==> src/rtl/exe_hazard_sched.sv <==
// exe_hazard_sched: EXE-stage pipeline scheduler for the 5-stage MIPS core.
// It decides each cycle whether IF/ID advance, stall or flush, and whether
// a bubble enters EXE. It sequences multi-cycle mult/div ops by holding EXE
// for MD_LAT cycles, and it produces registered operand-forwarding selects.
// Build option: define EXE_HS_FWD_EN to enable operand forwarding. Without
// it, every EXE/MEM data hazard stalls, and the forwarding selects stay 00.
module exe_hazard_sched #(
  parameter int MD_LAT = 32
) (
  input  logic       clk,
  input  logic       rst,
  input  logic [4:0] i_HS_idRs,
  input  logic [4:0] i_HS_idRt,
  input  logic       i_HS_idUseRs,
  input  logic       i_HS_idUseRt,
  input  logic       i_HS_exeRegWe,
  input  logic       i_HS_exeLoad,
  input  logic [4:0] i_HS_exeWRA,
  input  logic       i_HS_memRegWe,
  input  logic [4:0] i_HS_memWRA,
  input  logic       i_HS_exeMd,
  input  logic       i_HS_exeClr,
  output logic       o_HS_stall,
  output logic       o_HS_flushID,
  output logic       o_HS_bubbleEXE,
  output logic       o_HS_holdEXE,
  output logic       o_HS_bubbleMEM,
  output logic [1:0] o_HS_fwdA,
  output logic [1:0] o_HS_fwdB,
  output logic       o_HS_mdBusy
);

  typedef enum logic {RUN, MDWAIT} state_t;

  state_t     state_q, state_d;
  logic [7:0] cnt_q, cnt_d;
  logic       hz_exe_rs, hz_exe_rt, hz_mem_rs, hz_mem_rt;
  logic       hz_exe, hz_mem, data_stall;

  // Source/destination matches; register 0 never counts as a hazard
  always_comb begin
    hz_exe_rs = i_HS_idUseRs && (i_HS_idRs != 5'd0) && i_HS_exeRegWe && (i_HS_idRs == i_HS_exeWRA);
    hz_exe_rt = i_HS_idUseRt && (i_HS_idRt != 5'd0) && i_HS_exeRegWe && (i_HS_idRt == i_HS_exeWRA);
    hz_mem_rs = i_HS_idUseRs && (i_HS_idRs != 5'd0) && i_HS_memRegWe && (i_HS_idRs == i_HS_memWRA);
    hz_mem_rt = i_HS_idUseRt && (i_HS_idRt != 5'd0) && i_HS_memRegWe && (i_HS_idRt == i_HS_memWRA);
    hz_exe    = hz_exe_rs || hz_exe_rt;
    hz_mem    = hz_mem_rs || hz_mem_rt;
  end

`ifdef EXE_HS_FWD_EN
  // With forwarding only a load result arrives too late for the next op
  assign data_stall = i_HS_exeLoad && hz_exe;
`else
  // Without forwarding any pending write to a source stalls; a load is one case of it
  assign data_stall = hz_exe || hz_mem || (i_HS_exeLoad && hz_exe);
`endif

  // Next-state and pipeline control; everything stays low while in reset
  always_comb begin
    state_d        = state_q;
    cnt_d          = cnt_q;
    o_HS_stall     = 1'b0;
    o_HS_flushID   = 1'b0;
    o_HS_bubbleEXE = 1'b0;
    o_HS_holdEXE   = 1'b0;
    o_HS_bubbleMEM = 1'b0;
    o_HS_mdBusy    = 1'b0;
    if (!rst) begin
      case (state_q)
        RUN: begin
          if (i_HS_exeClr) begin
            o_HS_flushID   = 1'b1;
            o_HS_bubbleEXE = 1'b1;
          end else if (i_HS_exeMd) begin
            o_HS_stall     = 1'b1;
            o_HS_holdEXE   = 1'b1;
            o_HS_bubbleMEM = 1'b1;
            o_HS_mdBusy    = 1'b1;
            state_d        = MDWAIT;
            cnt_d          = 8'(MD_LAT - 2);
          end else if (data_stall) begin
            o_HS_stall     = 1'b1;
            o_HS_bubbleEXE = 1'b1;
          end
        end
        MDWAIT: begin
          o_HS_stall     = 1'b1;
          o_HS_holdEXE   = 1'b1;
          o_HS_bubbleMEM = 1'b1;
          o_HS_mdBusy    = 1'b1;
          if (cnt_q == 8'd0) begin
            state_d = RUN;
          end else begin
            cnt_d = cnt_q - 8'd1;
          end
        end
        default: state_d = RUN;
      endcase
    end
  end

  // State and md latency counter
  always_ff @(posedge clk) begin
    if (rst) begin
      state_q <= RUN;
      cnt_q   <= 8'd0;
    end else begin
      state_q <= state_d;
      cnt_q   <= cnt_d;
    end
  end

`ifdef EXE_HS_FWD_EN
  logic [1:0] fwd_a_q, fwd_a_d, fwd_b_q, fwd_b_d, sel_a, sel_b;

  // Forward selects follow the ID op into EXE; a bubble clears them, a hold keeps them
  always_comb begin
    sel_a   = hz_exe_rs ? 2'b01 : (hz_mem_rs ? 2'b10 : 2'b00);
    sel_b   = hz_exe_rt ? 2'b01 : (hz_mem_rt ? 2'b10 : 2'b00);
    fwd_a_d = fwd_a_q;
    fwd_b_d = fwd_b_q;
    if (o_HS_bubbleEXE) begin
      fwd_a_d = 2'b00;
      fwd_b_d = 2'b00;
    end else if (!o_HS_holdEXE) begin
      fwd_a_d = sel_a;
      fwd_b_d = sel_b;
    end
  end

  // Forward select registers
  always_ff @(posedge clk) begin
    if (rst) begin
      fwd_a_q <= 2'b00;
      fwd_b_q <= 2'b00;
    end else begin
      fwd_a_q <= fwd_a_d;
      fwd_b_q <= fwd_b_d;
    end
  end

  assign o_HS_fwdA = rst ? 2'b00 : fwd_a_q;
  assign o_HS_fwdB = rst ? 2'b00 : fwd_b_q;
`else
  assign o_HS_fwdA = 2'b00;
  assign o_HS_fwdB = 2'b00;
`endif

endmodule

==> config.mk <==
export PLATFORM = sky130hd
export DESIGN_NAME = exe_hazard_sched
export DESIGN_NICKNAME = d
export VERILOG_FILES = /design/src/rtl/exe_hazard_sched.sv
export SDC_FILE = /design/constraint.sdc
export NUM_CORES = 1
export LEC_CHECK = 0
export BUFFER_PORTS_ARGS = -buffer_cell sky130_fd_sc_hd__buf_4
export CORE_MARGIN = 3
export CORE_UTILIZATION = 41
export CTS_CLUSTER_SIZE = 20
export DETAILED_ROUTE_END_ITERATION = 8
export PLACE_DENSITY = 0.77
export SYNTH_ARGS = -nofsm -noshare
export SYNTH_HDL_FRONTEND = slang
export SYNTH_SLANG_ARGS = --single-unit
==> constraint.sdc <==
create_clock -name clk -period 2 [get_ports clk]
set_input_delay 0.6 -clock clk [delete_from_list [all_inputs] [get_ports clk]]
set_output_delay 0.6 -clock clk [all_outputs]
set_load 0.1 [all_outputs]
Word-level counts from Yosys, hierarchy flattened --
Cells that the tools add are included.
Word-level totals: flip-flop bits (word level) 9, latch bits 0, RAM bits 0, bits in read-only memories 0, bits of input ports 29, output and inout port bits 10, memories kept 0
Operators by class: add/sub/neg operators 1, $mul 0, div/mod/pow operators 0, $lt $le $gt $ge 0, eq/ne operators 7, shift-type cells 0, multiplexer cells 22, bitwise operators 1, reduce and logical (&&, ||, !) cells 19
Operators by type and width (count):
- 8-bit two-way mux | 3
- 5-bit equality test | 4
- 8-bit case mux with 2 select lines | 1
- 1-bit two-way mux | 15
- 1-bit logical AND | 11
- 5-bit nonzero test | 2
- 8-bit logical NOT | 1
- 8-bit by 1-bit subtractor with 8-bit output, second input constant | 1
- 2-bit != test, second input constant | 3
- 1-bit case mux with 2 select lines | 3
- 1-bit logical OR | 4
- 3-bit AND reduction | 1
- 1-bit NOT | 1

Logic depth before layout (Yosys ltp) --
Gate-level depths: netlist of the first run.
word-level depth 12, mapped depth 7

Least setup slack after synthesis of the first run --
Ideal clock, no wire load.
kind input to output, from input port i_HS_exeClr, to output port o_HS_bubbleEXE, data arrival time 3.738 ns, setup slack -2.338 ns, cell stages on the path 3, buffers on the path 0, cells stage by stage inv_1 > nor3_1 > o21bai_1
On the way: word-level cells in the longest chain between the ends 3
RTL lines:
- from (decl) | line 22 | input logic i_HS_exeClr,
- 1-bit two-way mux | line 71 | if (i_HS_exeClr) begin
- 1-bit two-way mux | line 69 | case (state_q)
- 1-bit two-way mux | line 68 | if (!rst) begin
- to (decl) | line 25 | output logic o_HS_bubbleEXE,
Every way passes these cells.

Worst setup path after layout of the first run --
from input port i_HS_memWRA[2], to output port o_HS_bubbleEXE
On the way: word-level cells in the longest chain between the ends 10, elaborated cells between the ends (all ways) 12
RTL lines:
- from (decl) | line 20 | input logic [4:0] i_HS_memWRA,
- 5-bit equality test (on tied branches) | line 44, 45
- 1-bit logical AND (on tied branches) | line 44, 45
- 1-bit logical OR (*) | line 47 | hz_mem = hz_mem_rs || hz_mem_rt;
- 1-bit logical OR (*) (2 in series) | line 55 | assign data_stall = hz_exe || hz_mem || (i_HS_exeLoad && hz_exe);
- 1-bit two-way mux (*) | line 81 | end else if (data_stall) begin
- 1-bit two-way mux (*) | line 74 | end else if (i_HS_exeMd) begin
- 1-bit two-way mux (*) | line 71
- 1-bit two-way mux (*) | line 69
- 1-bit two-way mux (*) | line 68
Mark *: on every way between the ends. The rest lies on a longest branch, timed or not.

==> summary.txt, run 1 <==
Max clock buf depth: 2
Max-Cap Viols: 0
warnings from Yosys: 0
DRC: 0
Setup Skew: 2.99 ps
synthesized cell area: 810 sq um
failing checks: setup timing
CP Max Fanout: 2
CTS H-tree lvls: 1
crit path launch type: input port
Vias: 919
antenna viol nets, final: 0
Seq cells post-synth: 9
vias in the first global route: 855
WP buf/inv: 2
max incr delay on CP: 330 ps
Cells after DPL: 161
area delta synth->final: 68.0%
Hold WC Path Type: reg2reg
DR pass1 iterations: 4
worst-skew pair later-pin latency: 270 ps
Crit path max-delay family: compound AO/OA/AOI/OAI gates
Worst VDD drop: 0.510 mV
Mapped Avg Cell Area: 8.52 sq um
Lkg Pwr: 0.567 nW
hold buffers post-CTS: 0
Final Cell Area: 0.00136 sq mm
Setup crit end kind: primary output
initial antenna violation count: 0
share of post-route cells with drive strength above 1: 44.4%
RSZ-0062 raised after global routing: yes
Main synth FF type: dfxtp_1
die area: 0.00254 sq mm
chip height: 50.4 microns
final antenna diode count: 0
R2R setup slack: 240 ps
initial core utilization: 44.9%
post-synth top area cell: dfxtp_1
cells along the critical path: buf_6 -> xor2_1 -> nor4_1 -> a32oi_1 -> o22a_2 -> o21bai_4 -> buf_12
die width: 50.4 microns
post-route minimum period: 2610 ps
gr usage total: 18.7%
core area: 0.00180 sq mm
Final #Nets: 173
hold slack: 527 ps
non-filler cells, final: 167
Worst EP arrival: 2010 ps
share of the synthesized area in the top cell type: 22.3%
pin count of the biggest net entering global routing: 7
gpl congestion: 0.868
Distinct cells, synth: 36
detailed router's first-iteration violation count: 20
PnR worst setup slack: -612 ps
status: finished, violations left
TritonCTS buffer count: 3
worst endpoint required time: 1400 ps
Tot Pwr: 0.762 mW
sequential fraction of the synthesis area: 22.3%
GR Overflow Total: 0
Setup violations, final: 2
WL/cell: 14.9 microns
share of async-settable or async-resettable flops after synthesis: 0%
Hold Vio Cnt, Final: 0
max_slew headroom: 67.3%
period utilisation layout: 131%
Slowest cell on crit path: nor4_1
final wirelength: 2490 microns
global-route wire length before repair: 3720 microns
# rows: 15
max-slew violation count: 0
Worst Path Class, Setup: in2out
detailed placement HPWL: 1870 microns
worst slew pin tran: 487 ps
Clock transition at path regs: 60 ps
PD cells: 560 mW/mm^2
io pins: 39
Fmax: 383 MHz
Post-DP Area: 0.00121 sq mm
Port Buf Inserts: 33
CTS tree: yes
Post-Synthesis Cells: 95
TritonCTS sink count: 9
largest cells by area after synthesis: dfxtp_1 (22%), xor2_1 (19%), buf_4 (5.6%)
Post-synth EDFFs: 0
commonest cells in the netlist: xor2_1 (18), dfxtp_1 (9), buf_4 (6)
count leader, synth: xor2_1
CTS root buf: clkbuf_4
Vias/cell: 5.50
[sequential cells by signal (all words and copies together), names as in the netlist]
name     flops
state_q      1
cnt_q        8
[worst paths after layout]
path / start / endpoint / depth (start not counted)
setup / recovery: i_HS_memWRA[2] / o_HS_bubbleEXE / 7
hold / removal: cnt_q[7] / cnt_q[7] / 2
setup reg to reg: cnt_q[0] / cnt_q[5] / 7
hold reg to reg: cnt_q[7] / cnt_q[7] / 2
[what timing repair did]
| action | CTS | global route |
|---|---|---|
| pin swaps | 6 | 5 |
| setup buffers | 0 | 2 |
| gates cloned | 0 | 0 |
| resized for setup | 14 | 10 |
| endpoints found under the setup margin | 5 | 5 |
[kinds of logic (layout without fill, tap and decap cells)]
kind of cell | after synthesis | in the layout | synth area share [%]
AOI/OAI and AO/OA | 21 | 21 | 19.9
other | 1 | 4 | 0.463
DFF | 9 | 9 | 22.3
and+or+nand+nor | 28 | 28 | 22.3
adders and majority gates | 1 | 1 | 1.55
buffers and inverters | 12 | 56 | 8.34
xor gates and xnor gates | 22 | 22 | 23.8
muxes | 1 | 1 | 1.39
[power breakdown]
group | switching (mW) | total, mW | internal, mW | leakage, nW
Combinational | 0.226 | 0.395 | 0.170 | 0.478
Sequential | 0.0235 | 0.220 | 0.197 | 0.0740
Clock | 0.0690 | 0.146 | 0.0772 | 0.0150
[routing by layer]
layer / GRT usage, % / routed length (microns) / part of all wire [%] / vias to the layer above
li1: - / - / - / 440
met1: 22.5 / 1040 / 42 / 437
met2: 33.0 / 1280 / 51 / 36
met3: 4.15 / 124 / 5.0 / 6
met4: 5.38 / 39 / 1.6 / 0
met5: 0 / 0 / 0 / -
[per-stage QoR]
stage | worst slack (ps) | utilization, % | setup TNS [ps]
3_5_place_dp | -628 | 67.3 | -1290
3_3_place_gp | -622 | 67.3 | -1250
4_1_cts | -511 | 71.7 | -1010
5_1_grt | -587 | 75.5 | -1170
2_1_floorplan | -522 | - | -1330
6_report | -612 | 75.5 | -1210
[layout by cell type (no fill, tap or decap), types with 2 or more instances in the layout]
| cell type | netlist | layout |
|---|---|---|
| nor3_2 | 2 | 2 |
| a211oi_1 | 5 | 5 |
| a311oi_1 | 2 | 2 |
| xnor2_1 | 4 | 4 |
| inv_1 | 4 | 3 |
| conb_1 | 1 | 4 |
| nand2_1 | 2 | 2 |
| xor2_1 | 18 | 18 |
| clkbuf_4 | 0 | 3 |
| nor4_1 | 5 | 5 |
| buf_6 | 0 | 8 |
| buf_4 | 6 | 33 |
| buf_12 | 0 | 6 |
| or3_1 | 3 | 3 |
| or4_1 | 2 | 2 |
| dfxtp_1 | 9 | 9 |
| and2_1 | 2 | 2 |
| nor2_1 | 4 | 3 |
| o21ai_1 | 3 | 3 |
| a32oi_1 | 2 | 2 |
[worst reg2reg max path: stages, from the launching register on]
cell      delay, ps
dfxtp_1         390
inv_1            70
ha_1            220
nor3b_4         170
a31oi_2         320
nand3b_1        130
mux2_1          320
nor2_1           80
[final cells by class]
class                   instances  area [sq um]
multi-input cells              77           629
repair buffers                 47           458
fillers                       129           442
flip-flops and latches          9           180
inverters                       5          35.0
well taps                      25          31.3
clock buffers                   4          26.3
Note: power is estimated with default switching activity, not from simulation.
==> run 2: changes to the inputs <==
Settings changed: PLACE_DENSITY 0.77 to unset, PLACE_DENSITY_LB_ADDON set to 0.25.
==> run 2 against run 1 <==
  * The run still ends with setup timing left
  * Die area did not move
  * Worst hold slack got worse by 1.4 ps
  * Register-to-register slack improved by 50 ps
  * Sequential power barely moved
  * Fmax rose by 4.4%
  * Global-route usage rose by 1.3 points
  * Largest cell class unchanged
  * Critical path depth did not move
  * Count of clock-buffer cells in the layout did not move
  * Critical path type unchanged
  * Sequential cell count did not move
  * First-iteration DRC count fell by 20%
  * Wire length rose by 4.1%
  * Core utilization fell by 1.3 points
==> summary.txt, run 2 (synthesis gave the netlist of run 1 again) <==
gpl congestion: 0.798
Cells after DPL: 160
die area: 0.00254 sq mm
detailed placement HPWL: 1870 microns
CTS tree: yes
Vias: 884
Clk network pwr share: 18.9%
# rows: 15
pin count of the biggest net entering global routing: 10
area of the multi-input gates: 663 sq um
R2R setup slack: 290 ps
Max clock buf depth: 2
RSZ-0062 raised after global routing: yes
most common cell after layout, fill and taps aside: buf_4
worst-skew pair later-pin latency: 260 ps
TritonCTS buffer count: 3
initial antenna violation count: 0
PnR worst setup slack: -501 ps
max-slew violation count: 0
DRC: 0
hold slack: 526 ps
gr usage total: 20.0%
Hold WC Path Type: reg2reg
global-route wire length before repair: 3950 microns
DR pass1 iterations: 4
most frequent cells in the layout: buf_4 (34), xor2_1 (16), dfxtp_1 (9), buf_6 (8), a211oi_1 (5)
TritonCTS sink count: 9
crit path launch type: input port
Comb power frac: 52.0%
Worst VDD drop: 0.610 mV
switching share of power: 42.4%
area delta synth->final: 65.1%
final antenna diode count: 0
failing checks: setup timing
detailed router's first-iteration violation count: 16
share of post-route cells with drive strength above 1: 47.1%
Clock transition at path regs: 70 ps
Sequential cell area: 180 sq um
crit path to: o_HS_stall
Fmax: 400 MHz
Vias/cell: 5.36
Internal Power: 0.434 mW
Setup crit start: i_HS_memWRA[2]
GR Overflow Total: 0
Hold Vio Cnt, Final: 0
Setup crit end kind: primary output
Setup Skew: 6.74 ps
antenna viol nets, final: 0
final wirelength: 2590 microns
Largest Register: cnt_q
Psw: 0.319 mW
setup TNS: -993 ps
non-filler cells, final: 165
Lkg Pwr: 0.549 nW
CTS H-tree lvls: 1
io pins: 39
Worst Reg-to-Reg Cells: 6
Top Registers: cnt_q: 8 flops, state_q: 1 flops
worst r2r dst: cnt_q[7]
origin of the critical flop-to-flop path: cnt_q[0]
Final #Nets: 171
Worst Path Class, Setup: in2out
period utilisation layout: 125%
die width: 50.4 microns
worst endpoint required time: 1400 ps
hold path startpoint: cnt_q[7]
max_slew headroom: 67.2%
sequential share of power: 29.1%
chip height: 50.4 microns
Worst EP arrival: 1900 ps
status: finished, violations left
CTS root buf: clkbuf_4
Core Util, Final: 74.2%
fillcell total: 136
core area: 0.00180 sq mm
Max-Cap Viols: 0
worst slew pin tran: 487 ps
post-route minimum period: 2500 ps
Setup violations, final: 2
CP Max Fanout: 2
vias in the first global route: 863
WL/cell: 15.7 microns
Port Buf Inserts: 33
PD cells: 564 mW/mm^2
initial core utilization: 44.9%
max reg flops: 8
run 2: cell count changes in the layout (fill, tap and decap cells not counted), sizes merged:
cell  before  now
buf       47   45
run 2: cell type report:
cell class,count,area share [%]
clock buffers,4,1.97
well taps,25,2.34
inverters,5,2.62
flip-flops and latches,9,13.5
multi-input cells,77,49.6
repair buffers,45,30.0
run 2: what timing repair did:
| action | CTS | global route |
|---|---|---|
| hold buffers | 0 | 0 |
| pin swaps | 6 | 5 |
| endpoints found under the setup margin | 2 | 2 |
| buffers inserted | 0 | 1 |
| resized for setup | 15 | 7 |
run 2: worst min-delay path by stage:
| stage | cells past startpoint | slack (ps) | endpoint |
|---|---|---|---|
| after floorplan | 1 | 480 | cnt_q[0] |
| after global placement | 1 | 510 | cnt_q[0] |
| after detailed placement | 2 | 520 | cnt_q[7] |
| after CTS | 2 | 530 | cnt_q[7] |
| after global routing | 2 | 560 | cnt_q[1] |
| final | 2 | 530 | cnt_q[7] |
run 2: power by group through the flow:
stage	Clock (mW)	Combinational (mW)	Sequential, mW
after global placement	0	0.350	0.221
after CTS	0.146	0.376	0.218
after detailed placement	0	0.359	0.223
after floorplan	0	0.261	0.221
final	0.142	0.392	0.219
after global routing	0.155	0.418	0.221
run 2: critical path, stage by stage:
cell and delay, ps:
buf_6 100, xor2_1 150, nor4_1 280, a32oi_1 150, o22a_2 290, o22ai_4 140, buf_12 200
run 2: metal layers:
metal | vias up | wire, microns | global-route usage, %
met4 | 0 | 65 | 8.52
met2 | 36 | 1320 | 34.8
li1 | 427 | - | -
met3 | 6 | 89 | 2.67
met5 | - | 0 | 0
met1 | 415 | 1110 | 24.4
run 2: through the flow:
step,setup WS (ps),area [sq um],power [mW]
after global placement,-597,1200,0.571
after CTS,-490,1290,0.740
after floorplan,-522,938,0.482
after global routing,-547,1340,0.794
after detailed placement,-609,1200,0.582
final,-501,1340,0.753
